===== src/rtl/vga_frame_fetch.sv =====
// VGA 640x480@60 timing generator and image-window fetcher.
// Reads the picture window from image RAM and re-times each pixel onto x/y and the syncs.
module vga_frame_fetch #(
  parameter int WIN_X0       = 120,
  parameter int WIN_Y0       = 40,
  parameter int WIN_W        = 400,
  parameter int WIN_H        = 400,
  parameter int ADDR_W       = 18,
  // Line and frame geometry; the defaults are standard 640x480@60.
  parameter int H_ACTIVE     = 640,
  parameter int H_SYNC_START = 656,
  parameter int H_SYNC_END   = 752,
  parameter int H_TOTAL      = 800,
  parameter int V_ACTIVE     = 480,
  parameter int V_SYNC_START = 490,
  parameter int V_SYNC_END   = 492,
  parameter int V_TOTAL      = 525
) (
  input  logic              clk,
  input  logic              reset_n,
  input  logic              pix_en,
  input  logic              start,
  output logic [ADDR_W-1:0] rd_addr,
  output logic              rd_en,
  input  logic [23:0]       rd_data,
  output logic [9:0]        x,
  output logic [9:0]        y,
  output logic [23:0]       pixel_data,
  output logic              hsync,
  output logic              vsync,
  output logic              blank_n,
  output logic              frame_done
);

  localparam logic [9:0] H_LAST = 10'(H_TOTAL - 1);
  localparam logic [9:0] V_LAST = 10'(V_TOTAL - 1);
  localparam logic [9:0] WX_LO  = 10'(WIN_X0);
  localparam logic [9:0] WX_HI  = 10'(WIN_X0 + WIN_W);
  localparam logic [9:0] WY_LO  = 10'(WIN_Y0);
  localparam logic [9:0] WY_HI  = 10'(WIN_Y0 + WIN_H);
  localparam logic [9:0] LAST_X = 10'(WIN_X0 + WIN_W - 1);
  localparam logic [9:0] LAST_Y = 10'(WIN_Y0 + WIN_H - 1);
  localparam logic [9:0] HS_LO  = 10'(H_SYNC_START);
  localparam logic [9:0] HS_HI  = 10'(H_SYNC_END);
  localparam logic [9:0] VS_LO  = 10'(V_SYNC_START);
  localparam logic [9:0] VS_HI  = 10'(V_SYNC_END);
  localparam logic [9:0] H_VIS  = 10'(H_ACTIVE);
  localparam logic [9:0] V_VIS  = 10'(V_ACTIVE);

  logic [9:0]        hc, vc;
  logic              armed;
  logic [ADDR_W-1:0] ac;

  // First pipeline stage: counter-derived values waiting for their RAM data.
  logic [9:0]        h_d, v_d;
  logic              hs_d, vs_d, bl_d, fetch_d;
  logic              done_pend;

  logic              frame_start, armed_now, in_win, fetch;
  logic              hs_now, vs_now, bl_now;
  logic [ADDR_W-1:0] ac_base;

  // NOTE: every signal here is assigned on every pass, so no latch can be inferred.
  always_comb begin
    frame_start = pix_en && (hc == '0) && (vc == '0);
    // The boundary tick already uses the newly sampled start and a cleared address.
    armed_now   = frame_start ? start : armed;
    ac_base     = frame_start ? '0 : ac;
    in_win      = (hc >= WX_LO) && (hc < WX_HI) && (vc >= WY_LO) && (vc < WY_HI);
    fetch       = in_win && armed_now;
    hs_now      = !((hc >= HS_LO) && (hc < HS_HI));
    vs_now      = !((vc >= VS_LO) && (vc < VS_HI));
    bl_now      = (hc < H_VIS) && (vc < V_VIS);
  end

  always_ff @(posedge clk) begin
    // NOTE: non-blocking assignments only; each register samples the others' pre-edge values.
    done_pend  <= 1'b0;
    frame_done <= done_pend;
    if (!reset_n) begin
      hc         <= '0;
      vc         <= '0;
      ac         <= '0;
      armed      <= 1'b0;
      rd_addr    <= '0;
      rd_en      <= 1'b0;
      h_d        <= '0;
      v_d        <= '0;
      hs_d       <= 1'b1;
      vs_d       <= 1'b1;
      bl_d       <= 1'b0;
      fetch_d    <= 1'b0;
      x          <= '0;
      y          <= '0;
      pixel_data <= '0;
      hsync      <= 1'b1;
      vsync      <= 1'b1;
      blank_n    <= 1'b0;
      frame_done <= 1'b0;
    end else if (pix_en) begin
      if (hc == H_LAST) begin
        hc <= '0;
        vc <= (vc == V_LAST) ? '0 : vc + 10'd1;
      end else begin
        hc <= hc + 10'd1;
      end

      armed <= armed_now;
      rd_en <= fetch;
      if (fetch) begin
        rd_addr <= ac_base;
        ac      <= ac_base + 1'b1;
      end else begin
        ac      <= ac_base;
      end

      h_d     <= hc;
      v_d     <= vc;
      hs_d    <= hs_now;
      vs_d    <= vs_now;
      bl_d    <= bl_now;
      fetch_d <= fetch;

      // rd_data for the read issued last tick has been valid for one clk by now.
      x          <= h_d;
      y          <= v_d;
      hsync      <= hs_d;
      vsync      <= vs_d;
      blank_n    <= bl_d;
      pixel_data <= fetch_d ? rd_data : '0;
      done_pend  <= fetch_d && (h_d == LAST_X) && (v_d == LAST_Y);
    end
  end

endmodule

===== config.mk =====
export PLATFORM = sky130hd
export DESIGN_NAME = vga_frame_fetch
export DESIGN_NICKNAME = d
export VERILOG_FILES = /design/src/rtl/vga_frame_fetch.sv
export SDC_FILE = /design/constraint.sdc
export NUM_CORES = 1
export LEC_CHECK = 0
export CAP_MARGIN = 20
export CORE_MARGIN = 5
export CORE_UTILIZATION = 47
export DETAILED_ROUTE_END_ITERATION = 8
export GPL_TIMING_DRIVEN = 1
export PLACE_DENSITY = 0.75
export SYNTH_ARGS = -nofsm -noshare
export SYNTH_HDL_FRONTEND = slang
export SYNTH_SLANG_ARGS = --single-unit

===== constraint.sdc =====
create_clock -name clk -period 2.8 [get_ports clk]
set_input_delay 0.42 -clock clk [delete_from_list [all_inputs] [get_ports clk]]
set_output_delay 0.42 -clock clk [all_outputs]
set_load 0.1 [all_outputs]

==> results_dict.tcl <==
set metrics [dict create \
    final_nets 723 \
    yosysSeqAreaShare_pct 48.3 \
    drt-pass1-iter-count 5 \
    syn_to_final_growth_pct 28.3 \
    netlist_area_um2 5390 \
    crit_path_end "ac[13]" \
    r2r-end "ac[13]" \
    ys_ff_latch 130 \
    synth_xor_area_share_pct 3.74 \
    grt_pass1_wl_mm 20.6 \
    cp.depth 6 \
    critPathTopFamily "simple AND/OR/NAND/NOR gates" \
    synthTopCellsByArea "dfxtp_1 (48%), mux2i_1 (11%), nor2_1 (7.7%)" \
    antenna_found_initial 0 \
    first_iter_violations 345 \
    drv_cap 0 \
    synth_top_family_by_area "simple AND/OR/NAND/NOR gates" \
    finalPower_mw 4.35 \
    syn_area_per_cell_um2 8.91 \
    diodes 0 \
    fin_crit_ns 2.62 \
    cts_root_buf "clkbuf_16" \
    die_area_um2 13700 \
    synth_flop_cell "dfxtp_1" \
    setup_ws_ns 0.177 \
    syn_nets 638 \
    placed_area_um2 6290 \
    min_period_over_period_pct 93.7 \
    wl_per_cell_um 15.1 \
    via_per_inst 5.25 \
    portBuffers 94 \
    post-synth-top-count-cell "dfxtp_1" \
    drtAntennaViolNets 0 \
    yosysTopAreaCellShare_pct 48.3 \
    dp_hpwl_mm 8.89 \
    path_cells "and4b_1 > o211a_1 > a2111o_1 > or3_1 > or4_1 > a21oi_1" \
    grt_pass1_vias 4246 \
    status "complete, no violations" \
    htreeDepth 4 \
    rsz0062_at_grt "false" \
    cts_buffers 17 \
    arrival_ns 2.97 \
    synth_edf_count 0 \
    ys_types 49 \
    critPathMaxStageDelay_ns 0.53 \
    clk_pin_slew_ns 0.06 \
    tightestPinTransition_ns 1.09 \
    synthCells 605 \
    ff2ff_setup_slack_ns 0.18 \
    clk_latency_ns 0.42 \
    critPathRequiredTime_ns 3.14 \
    cts_tree "built" \
    slew_headroom_pct 27.4 \
    core-area_um2 11300 \
    design_area_um2 6920 \
    start_util_pct 47.6 \
    cp_num_buf_inv 0 \
    p_leak_nw 2.80 \
    setup_violations 0 \
    synthMuxAreaShare_pct 10.6 \
    fill_cells 978 \
    r2r-start "vc[9]" \
    finalSetupTns_ns 0 \
    crit_fanout 8 \
    row_count 39 \
    grt_max_degree 80 \
    finalHoldViolations 0 \
    drive_gt1_share_pct 17.7 \
    critical_path_class "register to register" \
    fin_util_pct 61.1 \
    r2r.worst_path.cells 6 \
    synth_top_cell_by_area "dfxtp_1" \
    slowest_stage "or4_1" \
    wl_mm 12.7 \
    grt_use_total_pct 19.0 \
    remaining_drc_errors 0 \
    yosys.area_share.adder_pct 1.16 \
    clock.fmax_ghz 0.381 \
    synth_compound_area_share_pct 8.42 \
    critPathCaptureType "register" \
    ios 95 \
    clock_path_buffers 2 \
    slew_viol_final 0 \
    dp.cells 813 \
    p_per_area_nw_per_um2 629 \
    cp-startpoint "vc[9]" \
    pre_cts_slack_ns 0.189 \
    hold_buffers 0 \
    place.gp.congestion 0.886 \
    instances_no_fill 845 \
    hp-class "register to register" \
    yosys_warnings 0 \
    holdWs_ns 0.451 \
    clock_skew_ns 0.0119 \
    critPathLaunchType "register" \
    synth_common_cells "dfxtp_1 (130), nor2_1 (110), mux2i_1 (57)" \
    ir_drop_v 0.000510 \
    die_w_um 117 \
    dr_total_vias 4439 \
    die_h_um 117 \
    postCtsSetupBuffers 0 \
    cts_num_sinks 130 \
    globalRouteOverflowTotal 0 \
    synthSimpleGateAreaFrac_pct 23.6 \
    cts_resized 0 \
    async_reset_ff_share_pct 0 \
]
==> flip-flops by register name, indices dropped and copies added (netlist names) <==
register,cells
ac,18
armed,1
bl_d,1
blank_n,1
done_pend,1
fetch_d,1
frame_done,1
h_d,10
hc,10
hs_d,1
hsync,1
pixel_data,24
rd_addr,18
v_d,10
vc,10
vs_d,1
vsync,1
x,10
y,10
==> placed cells by master, fill, tap and decap left out, drive strengths merged, types with 6 or more instances in the layout <==
cell / netlist / routed
nand4: 10 / 10
inv: 12 / 13
clkinv: 0 / 6
clkdlybuf4s50: 0 / 26
nor2: 110 / 110
xnor2: 14 / 14
dfxtp: 130 / 130
clkbuf: 25 / 18
o21ai: 8 / 8
nor2b: 25 / 25
mux2i: 57 / 57
nand3: 16 / 16
nor3: 9 / 9
buf: 18 / 83
nor4: 9 / 9
nand2: 39 / 39
a21oi: 43 / 43
and2: 15 / 15
xor2: 9 / 9
==> cells by family (layout without fill, tap and decap cells) <==
logic type | Yosys count | after routing
adder cells (fa/ha/maj) | 5 | 5
XOR/XNOR | 23 | 23
AO/OA/AOI/OAI | 74 | 74
AND/OR/NAND/NOR | 261 | 261
buffers and inverters | 55 | 152
flip-flops | 130 | 130
multiplexers | 57 | 57
==> report_power, final <==
group          switching, mW  internal, mW
registers            0.00818          1.86
logic                  0.103        0.0743
clock network          0.803          1.51
==> worst min-delay path by stage <==
stage | startpoint | end | slack (ns) | cells past startpoint
3_5_place_dp | done_pend | frame_done | 0.43 | 1
4_1_cts | done_pend | frame_done | 0.45 | 1
6_report | done_pend | frame_done | 0.45 | 1
3_3_place_gp | done_pend | frame_done | 0.42 | 1
5_1_grt | done_pend | frame_done | 0.47 | 1
2_1_floorplan | done_pend | frame_done | 0.41 | 1
==> layout make-up <==
| type | instances | area (um2) | share of cell area, % |
|---|---|---|---|
| Multi-Input combinational cell | 420 | 2560 | 37.0 |
| Clock buffer | 18 | 439 | 6.35 |
| Tap cell | 143 | 179 | 2.59 |
| Timing Repair Buffer | 109 | 906 | 13.1 |
| Sequential cell | 130 | 2600 | 37.6 |
| Inverter | 12 | 45.0 | 0.651 |
| Clock inverter | 13 | 185 | 2.68 |
==> metal layers <==
metal / track usage [%] / vias to the layer above / routed length [um]
li1: - / 2226 / -
met1: 23.6 / 2116 / 5570
met2: 31.1 / 83 / 6380
met3: 6.07 / 14 / 639
met4: 6.80 / 0 / 132
met5: 0 / - / 0
(Power assumes the default switching activity.)
